--- src/rtl/trace_pkg.sv ---
// Shared definitions for the commit-trace producer.
//   - record type encodings carried on rec_type
//   - packed trace record {type, addr, data} (3+16+16 bits)
//   - statistics record indices emitted after HALT
//   - producer state encoding
package trace_pkg;

    localparam int REC_W = 3 + 16 + 16;

    localparam logic [2:0] REC_REG   = 3'd0;
    localparam logic [2:0] REC_LOAD  = 3'd1;
    localparam logic [2:0] REC_STORE = 3'd2;
    localparam logic [2:0] REC_HALT  = 3'd3;
    localparam logic [2:0] REC_STAT  = 3'd4;

    localparam logic [2:0] STAT_CYCLE = 3'd0;
    localparam logic [2:0] STAT_IREQ  = 3'd1;
    localparam logic [2:0] STAT_IHIT  = 3'd2;
    localparam logic [2:0] STAT_DREQ  = 3'd3;
    localparam logic [2:0] STAT_DHIT  = 3'd4;

    typedef struct packed {
        logic [2:0]  recType;
        logic [15:0] addr;
        logic [15:0] data;
    } traceRec_t;

    typedef enum logic [1:0] {
        ST_RUN   = 2'd0,
        ST_DRAIN = 2'd1,
        ST_STATS = 2'd2,
        ST_DONE  = 2'd3
    } genState_e;

endpackage

--- src/rtl/trace_fifo.sv ---
// Dual-write, single-read record FIFO.
//   clk, rst        clock, synchronous active-low reset
//   wrEn0/wrData0   first record of the cycle
//   wrEn1/wrData1   second record (only used together with port 0)
//   rdEn            pop the head record
//   head            oldest record, read from the flop array
//   empty, freeCnt  occupancy status (freeCnt counts free slots)
// Pointers carry one extra wrap bit; empty when they match, full when only
// the wrap bit differs (freeCnt == 0). Callers never write past freeCnt.
module trace_fifo
    import trace_pkg::*;
#(
    parameter int DEPTH = 8
) (
    input  logic                     clk,
    input  logic                     rst,
    input  logic                     wrEn0,
    input  traceRec_t                wrData0,
    input  logic                     wrEn1,
    input  traceRec_t                wrData1,
    input  logic                     rdEn,
    output traceRec_t                head,
    output logic                     empty,
    output logic [$clog2(DEPTH):0]   freeCnt
);
    localparam int AW = $clog2(DEPTH);
    localparam int PW = AW + 1;

    traceRec_t        mem [DEPTH];
    logic [PW-1:0]    wrPtr, rdPtr, used;
    logic [AW-1:0]    idx0, idx1;

    assign idx0    = wrPtr[AW-1:0];
    assign idx1    = idx0 + AW'(1);
    assign used    = wrPtr - rdPtr;
    assign freeCnt = PW'(DEPTH) - used;
    assign empty   = (wrPtr == rdPtr);
    // Head comes straight off the storage flops, so it holds steady while
    // the consumer stalls.
    assign head    = mem[rdPtr[AW-1:0]];

    always_ff @(posedge clk) begin
        if (!rst) begin
            wrPtr <= '0;
            rdPtr <= '0;
        end else begin
            wrPtr <= wrPtr + PW'(wrEn0) + PW'(wrEn1);
            if (rdEn) rdPtr <= rdPtr + PW'(1);
        end
    end

    // Storage needs no reset; contents are only observed behind valid pointers.
    always_ff @(posedge clk) begin
        if (wrEn0) mem[idx0] <= wrData0;
        if (wrEn1) mem[idx1] <= wrData1;
    end

endmodule

--- src/rtl/retire_trace_gen.sv ---
// Commit-trace producer: turns retire events into REG/LOAD/STORE records,
// queues them, and after halt drains the queue and emits a HALT record.
//   clk, rst                 clock, synchronous active-low reset
//   reg_write..halt          per-cycle retire events from writeback/memory
//   icache_*/dcache_*        cache activity strobes
//   rec_valid/rec_ready      record handshake; rec_type/addr/data payload
//   trace_stall              fewer than 2 free slots, retire must hold
//   overflow, proto_err      sticky error flags
//   done                     final record accepted
//   cycle_cnt, inst_cnt      free-running counters (wrap modulo 2^CNT_W)
// Build option TRACE_CACHE_STATS_EN adds cache counters and five STAT
// records (cycles, icache req/hit, dcache req/hit) after HALT.
module retire_trace_gen
    import trace_pkg::*;
#(
    parameter int DEPTH = 8,
    parameter int CNT_W = 32
) (
    input  logic              clk,
    input  logic              rst,
    input  logic              reg_write,
    input  logic [2:0]        write_reg,
    input  logic [15:0]       write_data,
    input  logic              mem_read,
    input  logic              mem_write,
    input  logic [15:0]       mem_addr,
    input  logic [15:0]       mem_wdata,
    input  logic [15:0]       mem_rdata,
    input  logic              halt,
    input  logic              icache_req,
    input  logic              icache_hit,
    input  logic              dcache_req,
    input  logic              dcache_hit,
    output logic              rec_valid,
    input  logic              rec_ready,
    output logic [2:0]        rec_type,
    output logic [15:0]       rec_addr,
    output logic [15:0]       rec_data,
    output logic              trace_stall,
    output logic              overflow,
    output logic              proto_err,
    output logic              done,
    output logic [CNT_W-1:0]  cycle_cnt,
    output logic [CNT_W-1:0]  inst_cnt
);
    localparam int PW = $clog2(DEPTH) + 1;

    genState_e      state, stateNext;
    traceRec_t      regRec, loadRec, storeRec, wr0, wr1, head, recOut;
    logic           wrEn0, wrEn1, fifoEmpty, popFifo, inRun, keepStore, dropCycle;
    logic [PW-1:0]  freeCnt;
    logic [1:0]     need;
    logic [2:0]     statIdx;
    logic [15:0]    statVal;

    assign inRun    = (state == ST_RUN);
    assign regRec   = '{recType: REC_REG,   addr: {13'b0, write_reg}, data: write_data};
    assign loadRec  = '{recType: REC_LOAD,  addr: mem_addr, data: mem_rdata};
    assign storeRec = '{recType: REC_STORE, addr: mem_addr, data: mem_wdata};

    // A simultaneous load+store is a protocol error; the store is discarded,
    // which keeps the per-cycle demand at two records at most.
    assign keepStore = mem_write & ~mem_read;
    assign need      = 2'(reg_write) + 2'(mem_read) + 2'(keepStore);
    // All-or-nothing: a cycle that does not fit loses every record.
    assign dropCycle = inRun && (PW'(need) > freeCnt);

    // Pack the cycle's records onto the write ports in REG, LOAD, STORE order.
    always_comb begin
        wr0   = regRec;
        wr1   = loadRec;
        wrEn0 = 1'b0;
        wrEn1 = 1'b0;
        if (inRun && !dropCycle) begin
            if (reg_write) begin
                wrEn0 = 1'b1;
                if (mem_read) begin
                    wrEn1 = 1'b1;
                end else if (keepStore) begin
                    wr1   = storeRec;
                    wrEn1 = 1'b1;
                end
            end else if (mem_read) begin
                wr0   = loadRec;
                wrEn0 = 1'b1;
            end else if (keepStore) begin
                wr0   = storeRec;
                wrEn0 = 1'b1;
            end
        end
    end

    trace_fifo #(.DEPTH(DEPTH)) uFifo (
        .clk     (clk),
        .rst     (rst),
        .wrEn0   (wrEn0),
        .wrData0 (wr0),
        .wrEn1   (wrEn1),
        .wrData1 (wr1),
        .rdEn    (popFifo),
        .head    (head),
        .empty   (fifoEmpty),
        .freeCnt (freeCnt)
    );

    assign trace_stall = (freeCnt < PW'(2));
    assign popFifo     = rec_ready && !fifoEmpty && (state == ST_RUN || state == ST_DRAIN);
    assign done        = (state == ST_DONE);
    assign rec_type    = recOut.recType;
    assign rec_addr    = recOut.addr;
    assign rec_data    = recOut.data;

    // Output selection and next state.
    always_comb begin
        stateNext = state;
        rec_valid = 1'b0;
        recOut    = head;
        case (state)
            ST_RUN: begin
                rec_valid = !fifoEmpty;
                if (halt) stateNext = ST_DRAIN;
            end
            ST_DRAIN: begin
                rec_valid = 1'b1;
                if (fifoEmpty) begin
                    recOut = '{recType: REC_HALT, addr: 16'h0, data: inst_cnt[15:0]};
`ifdef TRACE_CACHE_STATS_EN
                    if (rec_ready) stateNext = ST_STATS;
`else
                    if (rec_ready) stateNext = ST_DONE;
`endif
                end
            end
`ifdef TRACE_CACHE_STATS_EN
            ST_STATS: begin
                rec_valid = 1'b1;
                recOut    = '{recType: REC_STAT, addr: {13'b0, statIdx}, data: statVal};
                if (rec_ready && statIdx == STAT_DHIT) stateNext = ST_DONE;
            end
`endif
            default: ;
        endcase
    end

    always_ff @(posedge clk) begin
        if (!rst) begin
            state     <= ST_RUN;
            cycle_cnt <= '0;
            inst_cnt  <= '0;
            overflow  <= 1'b0;
            proto_err <= 1'b0;
        end else begin
            state <= stateNext;
            if (state != ST_DONE) cycle_cnt <= cycle_cnt + CNT_W'(1);
            if (inRun) begin
                if (reg_write | mem_write | halt) inst_cnt <= inst_cnt + CNT_W'(1);
                if (mem_read & mem_write)         proto_err <= 1'b1;
                if (dropCycle)                    overflow  <= 1'b1;
            end
        end
    end

`ifdef TRACE_CACHE_STATS_EN
    logic [CNT_W-1:0] icReqCnt, icHitCnt, dcReqCnt, dcHitCnt;

    always_ff @(posedge clk) begin
        if (!rst) begin
            icReqCnt <= '0;
            icHitCnt <= '0;
            dcReqCnt <= '0;
            dcHitCnt <= '0;
            statIdx  <= STAT_CYCLE;
        end else begin
            if (inRun) begin
                if (icache_req) icReqCnt <= icReqCnt + CNT_W'(1);
                if (icache_hit) icHitCnt <= icHitCnt + CNT_W'(1);
                if (dcache_req) dcReqCnt <= dcReqCnt + CNT_W'(1);
                if (dcache_hit) dcHitCnt <= dcHitCnt + CNT_W'(1);
            end
            if (state == ST_STATS && rec_ready) statIdx <= statIdx + 3'd1;
        end
    end

    always_comb begin
        case (statIdx)
            STAT_CYCLE: statVal = cycle_cnt[15:0];
            STAT_IREQ:  statVal = icReqCnt[15:0];
            STAT_IHIT:  statVal = icHitCnt[15:0];
            STAT_DREQ:  statVal = dcReqCnt[15:0];
            default:    statVal = dcHitCnt[15:0];
        endcase
    end
`else
    // Without the statistics option the strobes have no consumer.
    logic unusedStrobes;
    assign unusedStrobes = ^{icache_req, icache_hit, dcache_req, dcache_hit};
    assign statIdx       = STAT_CYCLE;
    assign statVal       = 16'h0;
`endif

endmodule
--- config.mk ---
export PLATFORM = sky130hd
export DESIGN_NAME = retire_trace_gen
export DESIGN_NICKNAME = d
export VERILOG_FILES = /design/src/rtl/trace_pkg.sv /design/src/rtl/trace_fifo.sv /design/src/rtl/retire_trace_gen.sv
export SDC_FILE = /design/constraint.sdc
export NUM_CORES = 1
export LEC_CHECK = 0
export BUFFER_PORTS_ARGS = -buffer_cell sky130_fd_sc_hd__buf_2
export CORE_UTILIZATION = 60
export DETAILED_ROUTE_END_ITERATION = 10
export GPL_TIMING_DRIVEN = 1
export PLACE_DENSITY = 0.81
export RECOVER_POWER = 25
export SYNTH_ARGS = -nofsm -noshare
export SYNTH_HDL_FRONTEND = slang
export SYNTH_SLANG_ARGS = --single-unit
--- constraint.sdc ---
create_clock -name clk -period 16.37 [get_ports clk]
set_clock_uncertainty 0.1 [all_clocks]
set_input_delay 2.4555 -clock clk [delete_from_list [all_inputs] [get_ports clk]]
set_output_delay 2.4555 -clock clk [all_outputs]
set_load 0.01 [all_outputs]
After elaboration in Yosys (flattened, before gate mapping)
Memory sizes are Yosys's and may differ from the RTL's. A register that Yosys moved wholly into a read port is not among the register bits.
Cells that the tools add are included.
{ "classes": {"addsub": 10, "mul": 0, "n_div": 0, "order_cmp": 2, "eq_ne": 7, "n_shift": 0, "mux": 27, "bitwise_logic": 5, "reduce_logical": 13} }
{ "op_table": {"columns": ["operator", "n"], "rows": [
  ["34-bit two-way mux", 8],
  ["35-bit two-way mux", 2],
  ["32-bit by 1-bit adder with 32-bit output (second input constant)", 2],
  ["1-bit two-way mux", 10],
  ["4-bit by 1-bit adder with 4-bit output", 2],
  ["2-bit != test (second input constant)", 4],
  ["2-bit two-way mux", 3],
  ["3-bit two-way mux", 2],
  ["2-bit AND reduction", 3],
  ["4-bit by 1-bit adder with 4-bit output (second input constant)", 1],
  ["4-bit equality test", 1],
  ["2-bit by 4-bit > comparator with 1-bit output", 1],
  ["1-bit logical AND", 4],
  ["4-bit by 2-bit less-than comparator with 1-bit output (second input constant)", 1],
  ["2-bit one-hot mux with 2 select lines", 1],
  ["4-bit AND reduction", 1],
  ["4-bit subtractor", 1],
  ["4-bit subtractor (first input constant)", 1],
  ["3-bit by 1-bit adder with 3-bit output (second input constant)", 1],
  ["1-bit by 1-bit adder with 2-bit output", 1],
  ["2-bit by 1-bit adder with 2-bit output", 1],
  ["1-bit AND", 2],
  ["2-bit by 1-bit equality test with 1-bit output (second input constant)", 1],
  ["2-bit equality test (second input constant)", 1],
  ["other kinds (7)", 9]
]} }
{ "totals": {"register_bits": 76, "latchBits": 0, "mem_bits_rw": 272, "romBits": 0, "in_bits": 78, "wordCells": 72, "n_memories": 1} }
{ "mem_list": {"columns": ["name", "depth", "word_bits", "read_ports", "rd_ports_with_merged_regs", "wr", "line", "source"], "rows": [
  ["uFifo.mem", 8, 34, 1, 1, 2, "trace_fifo.sv:29", "traceRec_t mem [DEPTH];"]
]} }

Longest topological paths before layout
Gate-level depths: netlist of the first run.
{ "depth": {"word_depth": 10, "ltp_mapped": 15, "ltp_nobuf": 15} }

Hierarchy
From an unflattened synthesis of the first run, not the netlist that was laid out.
{ "hier_totals": {"hier_cells": 1300, "hier_area_um2": 18740.5} }
{ "by_module_without_submodules": {"columns": ["mod", "n_inst", "cells_per_inst", "area_per_inst_um2"], "rows": [
  ["trace_fifo", 1, 792, 14495.2],
  ["retire_trace_gen", 1, 508, 4245.3]
]} }

Worst setup path before layout of the first run
OpenSTA, ideal clock, no wires.
{ "synth_path": {"kind": "input-to-reg", "start": "in mem_read", "end": "mem uFifo.mem[0][0] (netlist name), enable pin", "setup_time_ns": 0.520, "arrival_ns": 7.689, "setup_slack_ns": 8.061, "cell_stages": 9, "n_path_buf": 1, "path_cell_list": "buf_2 -> o21ai_0 -> inv_1 -> ha_1 -> nor2b_1 -> o21ai_2 -> o31ai_4 -> o21bai_1 -> o41ai_1"} }
{ "synth_rtl": {"columns": ["element", "line", "source"], "rows": [
  ["from (decl)", "retire_trace_gen.sv:24", "input logic mem_read,"],
  ["to (decl)", "trace_fifo.sv:29", null]
]} }

==> results of run 1 <==
-- layer usage --
layer / vias up / global-route usage, % / part of all wire, %
met5: - / 0 / 0
met4: 0 / 9.17 / 2.5
met3: 81 / 4.72 / 11
met2: 757 / 48.6 / 48
met1: 6155 / 41.6 / 39
li1: 5530 / - / -
-- cells in the mapped netlist (9+ instances only) --
library cell / number / area, µm²
sky130_fd_sc_hd__a21oi_1: 42 / 210
sky130_fd_sc_hd__a32oi_2: 11 / 179
sky130_fd_sc_hd__nand4_1: 16 / 100
sky130_fd_sc_hd__xor2_1: 26 / 228
sky130_fd_sc_hd__nand2_1: 97 / 364
sky130_fd_sc_hd__nor3_1: 10 / 50.1
sky130_fd_sc_hd__a211oi_2: 16 / 200
sky130_fd_sc_hd__or3_1: 11 / 68.8
sky130_fd_sc_hd__o21ai_0: 41 / 205
sky130_fd_sc_hd__ha_1: 11 / 138
sky130_fd_sc_hd__inv_1: 18 / 67.6
sky130_fd_sc_hd__and2_1: 108 / 676
sky130_fd_sc_hd__dfxtp_1: 79 / 1580
sky130_fd_sc_hd__nor2_1: 77 / 289
sky130_fd_sc_hd__mux2i_1: 172 / 1720
sky130_fd_sc_hd__mux4_2: 68 / 1530
sky130_fd_sc_hd__nand3_1: 48 / 240
sky130_fd_sc_hd__xnor2_1: 24 / 210
sky130_fd_sc_hd__o41ai_1: 10 / 87.6
sky130_fd_sc_hd__mux2_2: 24 / 270
sky130_fd_sc_hd__buf_1: 9 / 33.8
sky130_fd_sc_hd__clkbuf_1: 48 / 180
sky130_fd_sc_hd__and3_1: 10 / 62.6
sky130_fd_sc_hd__buf_2: 17 / 85.1
sky130_fd_sc_hd__edfxtp_1: 272 / 8170
sky130_fd_sc_hd__nand2b_1: 16 / 100
sky130_fd_sc_hd__o21a_1: 16 / 120
-- stage by stage --
step           cell area, µm²  power (mW)  cells
2_1_floorplan           18000        2.16   1391
3_3_place_gp            19300        2.54   1895
3_5_place_dp            19300        2.58   1895
4_1_cts                 20400        3.38   1961
5_1_grt                 20300        3.51   1961
6_report                20300        3.37   1961
-- power by group --
part	switching, mW	total (mW)	internal (mW)	leakage, nW
logic	0.820	1.30	0.475	3.53
clock network	0.333	0.798	0.465	0.556
registers	0.0790	1.28	1.20	3.16
-- flip-flops by register name, indices dropped and copies added (netlist names), named ones only --
register and cells:
cycle_cnt 32, inst_cnt 32, overflow 1, proto_err 1
state 2, uFifo.mem 272, uFifo.rdPtr 4, uFifo.wrPtr 4
-- final cells by class --
class | instances | share of cell area, %
clock inverter | 14 | 0.450
tap | 390 | 2.41
timing repair buffer | 208 | 5.00
clock buffer | 52 | 5.21
sequential | 351 | 48.1
inverter | 19 | 0.352
multi-input combinational | 927 | 38.5
-- how the worst min path moves through the flow --
stage / depth (start not counted) / from / to
finish: 2 / cycle_cnt[31]$_SDFFE_PN0N_ / cycle_cnt[31]$_SDFFE_PN0N_
global route: 2 / inst_cnt[22]$_SDFFE_PN0P_ / inst_cnt[22]$_SDFFE_PN0P_
CTS: 2 / inst_cnt[22]$_SDFFE_PN0P_ / inst_cnt[22]$_SDFFE_PN0P_
detailed placement: 2 / cycle_cnt[31]$_SDFFE_PN0N_ / cycle_cnt[31]$_SDFFE_PN0N_
global placement: 2 / inst_cnt[31]$_SDFFE_PN0P_ / inst_cnt[31]$_SDFFE_PN0P_
floorplan: 2 / inst_cnt[31]$_SDFFE_PN0P_ / inst_cnt[31]$_SDFFE_PN0P_
-- worst register-to-register path: stages, from the launching register on --
cell,delay (ps)
sky130_fd_sc_hd__dfxtp_1,600
sky130_fd_sc_hd__inv_1,250
sky130_fd_sc_hd__ha_1,360
sky130_fd_sc_hd__ha_1,320
sky130_fd_sc_hd__inv_1,50
sky130_fd_sc_hd__ha_1,280
sky130_fd_sc_hd__nor2b_1,150
sky130_fd_sc_hd__o21ai_0,580
sky130_fd_sc_hd__o31ai_1,470
sky130_fd_sc_hd__o21bai_1,570
sky130_fd_sc_hd__o41ai_4,920
sky130_fd_sc_hd__buf_4,570
-- placed cells by master, fill, tap and decap left out, types with 5 or more instances in the layout --
cell type	Yosys	routed
sky130_fd_sc_hd__nand3_1	48	47
sky130_fd_sc_hd__clkbuf_1	48	84
sky130_fd_sc_hd__nor4_1	7	7
sky130_fd_sc_hd__a21oi_1	42	42
sky130_fd_sc_hd__ha_1	11	11
sky130_fd_sc_hd__nor3_4	5	5
sky130_fd_sc_hd__inv_1	18	19
sky130_fd_sc_hd__clkinv_1	1	8
sky130_fd_sc_hd__o41ai_2	0	6
sky130_fd_sc_hd__or3_1	11	11
sky130_fd_sc_hd__a32oi_2	11	11
sky130_fd_sc_hd__and3_1	10	10
sky130_fd_sc_hd__clkbuf_16	0	39
sky130_fd_sc_hd__and2_0	0	17
sky130_fd_sc_hd__nand4_1	16	16
sky130_fd_sc_hd__mux4_2	68	68
sky130_fd_sc_hd__buf_4	8	27
sky130_fd_sc_hd__o21a_1	16	16
sky130_fd_sc_hd__and4_1	7	7
sky130_fd_sc_hd__buf_2	17	106
sky130_fd_sc_hd__o21ai_0	41	42
sky130_fd_sc_hd__nor2_1	77	77
sky130_fd_sc_hd__mux2_2	24	24
sky130_fd_sc_hd__edfxtp_1	272	272
sky130_fd_sc_hd__nand2_1	97	97
sky130_fd_sc_hd__mux2i_1	172	172
sky130_fd_sc_hd__a32oi_1	5	5
sky130_fd_sc_hd__dfxtp_1	79	76
sky130_fd_sc_hd__xor2_1	26	26
sky130_fd_sc_hd__nor3_1	10	10
sky130_fd_sc_hd__nand2b_1	16	16
sky130_fd_sc_hd__and2_1	108	91
sky130_fd_sc_hd__a21boi_0	8	8
sky130_fd_sc_hd__a211oi_2	16	16
sky130_fd_sc_hd__xnor2_1	24	24
-- cells by family (layout without fill, tap and decap cells) --
logic type,after synthesis,after routing,synth area share [%]
buffers and inverters,113,293,3.00
XOR/XNOR,52,52,2.61
AO/OA/AOI/OAI,168,168,7.19
other,1,1,0.0208
multiplexers,264,264,19.6
AND/OR/NAND/NOR,429,429,12.6
flip-flops,351,351,54.1
adder cells (fa/ha/maj),13,13,0.986
==> impl_metrics.env, run 1 <==
export IMPL_post_cts_resize_count=0
export IMPL_maximum_level_of_the_cts_h_tree=2
export IMPL_critPathTopFamily="compound AO/OA/AOI/OAI gates"
export IMPL_place_ws_ps=9440
export IMPL_most_used_flip_flop_cell_after_synthesis="sky130_fd_sc_hd__edfxtp_1"
export IMPL_setup_worst_path_class="in2reg"
export IMPL_yosys_warnings=0
export IMPL_final_min_period_over_clock_period_pct=47.2
export IMPL_placement_rows=63
export IMPL_multiInputGateArea_um2=7810
export IMPL_setup_violations=0
export IMPL_first_global_vias=12200
export IMPL_horizontal_extent_of_the_die_um=175
export IMPL_first_pass_grt_wire_length_um=69400
export IMPL_antenna_found_initial=0
export IMPL_r2r_end="uFifo.mem[0][22]$_DFFE_PP_"
export IMPL_worst_path_most_repeated_cell="sky130_fd_sc_hd__o21ai_0"
export IMPL_cp_required_ps=16430
export IMPL_synthesis_nets=1482
export IMPL_avgSynthCellArea_um2=13.0
export IMPL_cts_hold_buffers_added=0
export IMPL_dr_pass1_iters=5
export IMPL_cts_inserted_buffers=37
export IMPL_netlist_instances=1391
export IMPL_timing_final_max_slew_violations=122
export IMPL_maxCapViolCount=3
export IMPL_tritoncts="done"
export IMPL_max_clock_path_buffers=3
export IMPL_r2r_setup_slack_ps=10750
export IMPL_rsz_0062_raised_after_global_routing="no"
export IMPL_cts_sinks=351
export IMPL_ctsRootBufferMaster="sky130_fd_sc_hd__clkbuf_16"
export IMPL_ios=182
export IMPL_detail_route_wl_per_cell_um=23.3
export IMPL_areal_power_density_over_the_cells_nw_per_um2=166
export IMPL_postSynthRegisterBits=351
export IMPL_finalSetupTns_ps=0
export IMPL_worst_path_max_fanout=37
export IMPL_status="complete, but fails checks"
export IMPL_post_route_cells_drive_above_1_share_pct=21.0
export IMPL_start_kind="input port"
export IMPL_dieArea_um2=30700
export IMPL_worst_tran_pin_value_ps=1930
export IMPL_hold_ws_ps=394
export IMPL_clkLatencyLatePin_ps=520
export IMPL_critPathCapture="uFifo.mem[0][22]$_DFFE_PP_"
export IMPL_p_leak_nw=7.24
export IMPL_vias=12500
export IMPL_final_min_clock_period_ps=7730
export IMPL_post_layout_util_pct=68.6
export IMPL_groute_usage_overall_pct=29.9
export IMPL_summed_instance_area_of_the_synthesized_netlist_um2=18000
export IMPL_num_antenna_cells=0
export IMPL_gr_total_overflow=0
export IMPL_clk_pin_slew_ps=60
export IMPL_worstSetupPathDepth=10
export IMPL_totalWireLength_um=45700
export IMPL_antenna_left=0
export IMPL_drt_drc_violations_left=0
export IMPL_setup_worst_path_start="mem_write"
export IMPL_cp_cell_sequence="clkbuf_1 > o21ai_0 > inv_1 > ha_1 > nor2b_1 > o21ai_0 > o31ai_1 > o21bai_1 > o41ai_4 > buf_4"
export IMPL_post_cts_buffers=0
export IMPL_final_hold_violation_count=0
export IMPL_post_dp_hpwl_um=27400
export IMPL_final_seq_area_um2=9760
export IMPL_nFillCells=2096
export IMPL_initial_core_util_pct=61.0
export IMPL_synth_seq_area_share_pct=54.1
export IMPL_r2r_start="uFifo.wrPtr[1]$_SDFF_PN0_"
export IMPL_delay_contributed_by_the_slowest_stage_of_the_critical_path_ps=1220
export IMPL_critical_path_buf_inv_count=3
export IMPL_die_height_um=175
export IMPL_critical_path_slowest_cell="sky130_fd_sc_hd__clkbuf_1"
export IMPL_fin_nets=1635
export IMPL_drt_first_iter_violations=1337
export IMPL_gp_congestion=0.866
export IMPL_grt_max_degree=69
export IMPL_core_area_um2=29600
export IMPL_synth_distinct_cells=63
export IMPL_power_ir_vdd_worst_uv=111
export IMPL_buffer_ports_inserted=176
export IMPL_worst_slew_margin_rel_pct=-28.6
export IMPL_rr_worst_depth=11
export IMPL_data_arrival_time_of_the_critical_path_ps=7790
export IMPL_achievable_frequency_mhz=129
export IMPL_synth_enable_flop_cells=272
export IMPL_ys_async_sr_fraction_pct=0
export IMPL_finalWorstSetupSlack_ps=8640
export IMPL_area_delta_synth_final_pct=12.6
export IMPL_crit_path_end_kind="register"
export IMPL_hold_path_class="reg2reg"
export IMPL_post_drt_via_cell_ratio=6.39
export IMPL_violations="max-capacitance violations, max-slew violations"
No activity file was read; power rests on OpenSTA's default activity.
==> inputs of run 2 (changes only) <==
- CORE_UTILIZATION: 60 -> 54
- PLACE_DENSITY: 0.81 -> 0.77
- clock period: 16.37 -> 6.71 ns (I/O delays scaled with it)
==> run 2 against run 1 <==
Largest power group unchanged. Setup slack worse by 7600 ps. The run still ends with max-capacitance violations, max-slew violations left. Cell count is 3.1% higher. Sequential power rose by 140%. Critical path depth stayed put. Largest cell class unchanged. Combinational power is 150% higher. Die area is 11% higher. Register-to-register slack worse by 8900 ps. Global-route usage is 2.6 points lower. Wire length grew 0.64%. Non-clock buffer count rose by 9.
==> impl_metrics.env, run 2 (synthesis gave the netlist of run 1 again) <==
export IMPL_status="complete, but fails checks"
export IMPL_violations="max-capacitance violations, max-slew violations"
export IMPL_place_ws_ps=1860
export IMPL_post_place_cells=1956
export IMPL_mostFrequentLayoutCell="sky130_fd_sc_hd__edfxtp_1"
export IMPL_critical_path_slowest_cell="sky130_fd_sc_hd__clkbuf_1"
export IMPL_horizontal_extent_of_the_die_um=185
export IMPL_worst_tran_pin_value_ps=1970
export IMPL_antenna_found_initial=0
export IMPL_dieArea_um2=34100
export IMPL_most_common_layout_cells="sky130_fd_sc_hd__edfxtp_1 (272), sky130_fd_sc_hd__mux2i_1 (172), sky130_fd_sc_hd__buf_2 (106)"
export IMPL_clkLatencyLatePin_ps=520
export IMPL_cts_hold_buffers_added=0
export IMPL_start_kind="input port"
export IMPL_largest_register="uFifo.mem"
export IMPL_clk_pin_slew_ps=60
export IMPL_maxCapViolCount=2
export IMPL_achievable_frequency_mhz=176
export IMPL_num_antenna_cells=0
export IMPL_totalWireLength_um=46000
export IMPL_max_clock_path_buffers=3
export IMPL_power_ir_vdd_worst_uv=370
export IMPL_post_cts_buffers=0
export IMPL_critPathTopFamily="compound AO/OA/AOI/OAI gates"
export IMPL_maximum_level_of_the_cts_h_tree=2
export IMPL_vias=12400
export IMPL_crit_path_end_kind="register"
export IMPL_tritoncts="done"
export IMPL_first_pass_grt_wire_length_um=69800
export IMPL_antenna_left=0
export IMPL_timing_final_max_slew_violations=85
export IMPL_ios=182
export IMPL_post_route_cells_drive_above_1_share_pct=21.5
export IMPL_final_min_clock_period_ps=5680
export IMPL_post_dp_hpwl_um=28300
export IMPL_final_hold_violation_count=0
export IMPL_core_area_um2=32700
export IMPL_finalWorstSetupSlack_ps=1030
export IMPL_first_global_vias=12300
export IMPL_setup_worst_path_class="in2reg"
export IMPL_multiInputGateArea_um2=7800
export IMPL_final_cells=2022
export IMPL_detail_route_wl_per_cell_um=22.8
export IMPL_biggestRegsByFlops="uFifo.mem (272), cycle_cnt (32), inst_cnt (32)"
export IMPL_gp_congestion=0.862
export IMPL_final_min_period_over_clock_period_pct=84.6
export IMPL_drt_drc_violations_left=0
export IMPL_grt_max_degree=47
export IMPL_hold_path_class="reg2reg"
export IMPL_cp_required_ps=6790
export IMPL_data_arrival_time_of_the_critical_path_ps=5760
export IMPL_post_cts_resize_count=0
export IMPL_setup_violations=0
export IMPL_p_leak_nw=7.30
export IMPL_groute_usage_overall_pct=27.3
export IMPL_cts_sinks=351
export IMPL_delay_contributed_by_the_slowest_stage_of_the_critical_path_ps=1320
export IMPL_worst_path_max_fanout=37
export IMPL_fin_nets=1644
export IMPL_worst_path_most_repeated_cell="sky130_fd_sc_hd__o21ai_0"
export IMPL_worst_slew_margin_rel_pct=-31.4
export IMPL_ctsRootBufferMaster="sky130_fd_sc_hd__clkbuf_16"
export IMPL_rsz_0062_raised_after_global_routing="no"
export IMPL_cp_cell_sequence="clkbuf_1 > o21ai_0 > inv_1 > ha_1 > nor2b_1 > o21ai_0 > o31ai_4 > o21bai_1 > o41ai_2 > buf_4"
export IMPL_dr_pass1_iters=5
export IMPL_post_drt_via_cell_ratio=6.14
export IMPL_area_delta_synth_final_pct=13.3
export IMPL_largest_register_ffs=272
export IMPL_initial_core_util_pct=55.1
export IMPL_areal_power_density_over_the_cells_nw_per_um2=407
export IMPL_critical_path_buf_inv_count=3
export IMPL_nFillCells=2570
export IMPL_cts_inserted_buffers=37
export IMPL_die_height_um=185
export IMPL_finalSetupTns_ps=0
export IMPL_gr_total_overflow=0
export IMPL_final_seq_area_um2=9760
export IMPL_placement_rows=66
export IMPL_buffer_ports_inserted=176
export IMPL_drt_first_iter_violations=1131
-- run 2: changes by cell type in the layout (fill, tap and decap cells not counted), moves of 2 or more --
cell / previous run / this run
sky130_fd_sc_hd__buf_4: 27 / 36
sky130_fd_sc_hd__and2_0: 17 / 14
sky130_fd_sc_hd__and2_1: 91 / 94
sky130_fd_sc_hd__clkbuf_1: 84 / 86
sky130_fd_sc_hd__clkinv_2: 2 / 4
sky130_fd_sc_hd__o41ai_2: 6 / 8
sky130_fd_sc_hd__o41ai_4: 2 / 0
-- run 2: path summary, 6_finish.rpt --
kind | from | end | slack, ps | cells past startpoint
worst max-delay path | mem_write | uFifo.mem[1][25]$_DFFE_PP_ | 1030 | 10
worst min-delay path | inst_cnt[31]$_SDFFE_PN0P_ | inst_cnt[31]$_SDFFE_PN0P_ | 380 | 2
worst max register to register | uFifo.wrPtr[1]$_SDFF_PN0_ | uFifo.mem[1][25]$_DFFE_PP_ | 1850 | 11
worst min register to register | inst_cnt[31]$_SDFFE_PN0P_ | inst_cnt[31]$_SDFFE_PN0P_ | 380 | 2
-- run 2: area by class of cell --
type | instances | share of cell area, %
inverter | 19 | 0.349
clock buffer | 53 | 5.24
sequential | 351 | 47.8
tap | 442 | 2.71
timing repair buffer | 217 | 5.30
clock inverter | 13 | 0.435
multi-input combinational | 927 | 38.2
-- run 2: worst register-to-register path, delay by kind of cell (launching register included) --
| kind | cells | cell delay (ps) |
|---|---|---|
| simple gates | 1 | 150 |
| fa+ha+maj | 3 | 990 |
| buf+inv | 3 | 760 |
| flops | 1 | 550 |
| compound gates | 4 | 1970 |
-- run 2: layer usage --
layer | global-route usage (%) | routed length, µm | vias to the layer above
li1 | - | - | 5557
met1 | 36.2 | 18800 | 6222
met2 | 46.0 | 22300 | 548
met3 | 4.58 | 3910 | 80
met4 | 7.97 | 1010 | 0
met5 | 0 | 0 | -
-- run 2: where the power goes --
part | switching [mW] | internal, mW
registers | 0.198 | 2.93
clock network | 0.831 | 1.15
logic | 2.02 | 1.19
total | 3.05 | 5.27
-- run 2: metrics by stage --
stage | instance area, µm² | hold slack (ps) | util, % | total power [mW]
after floorplan | 18000 | 390 | - | 5.27
after global placement | 19400 | 358 | 59.2 | 6.27
after detailed placement | 19400 | 372 | 59.2 | 6.37
after CTS | 20500 | 376 | 62.8 | 8.34
after global routing | 20400 | 406 | 62.4 | 8.67
final | 20400 | 383 | 62.4 | 8.32
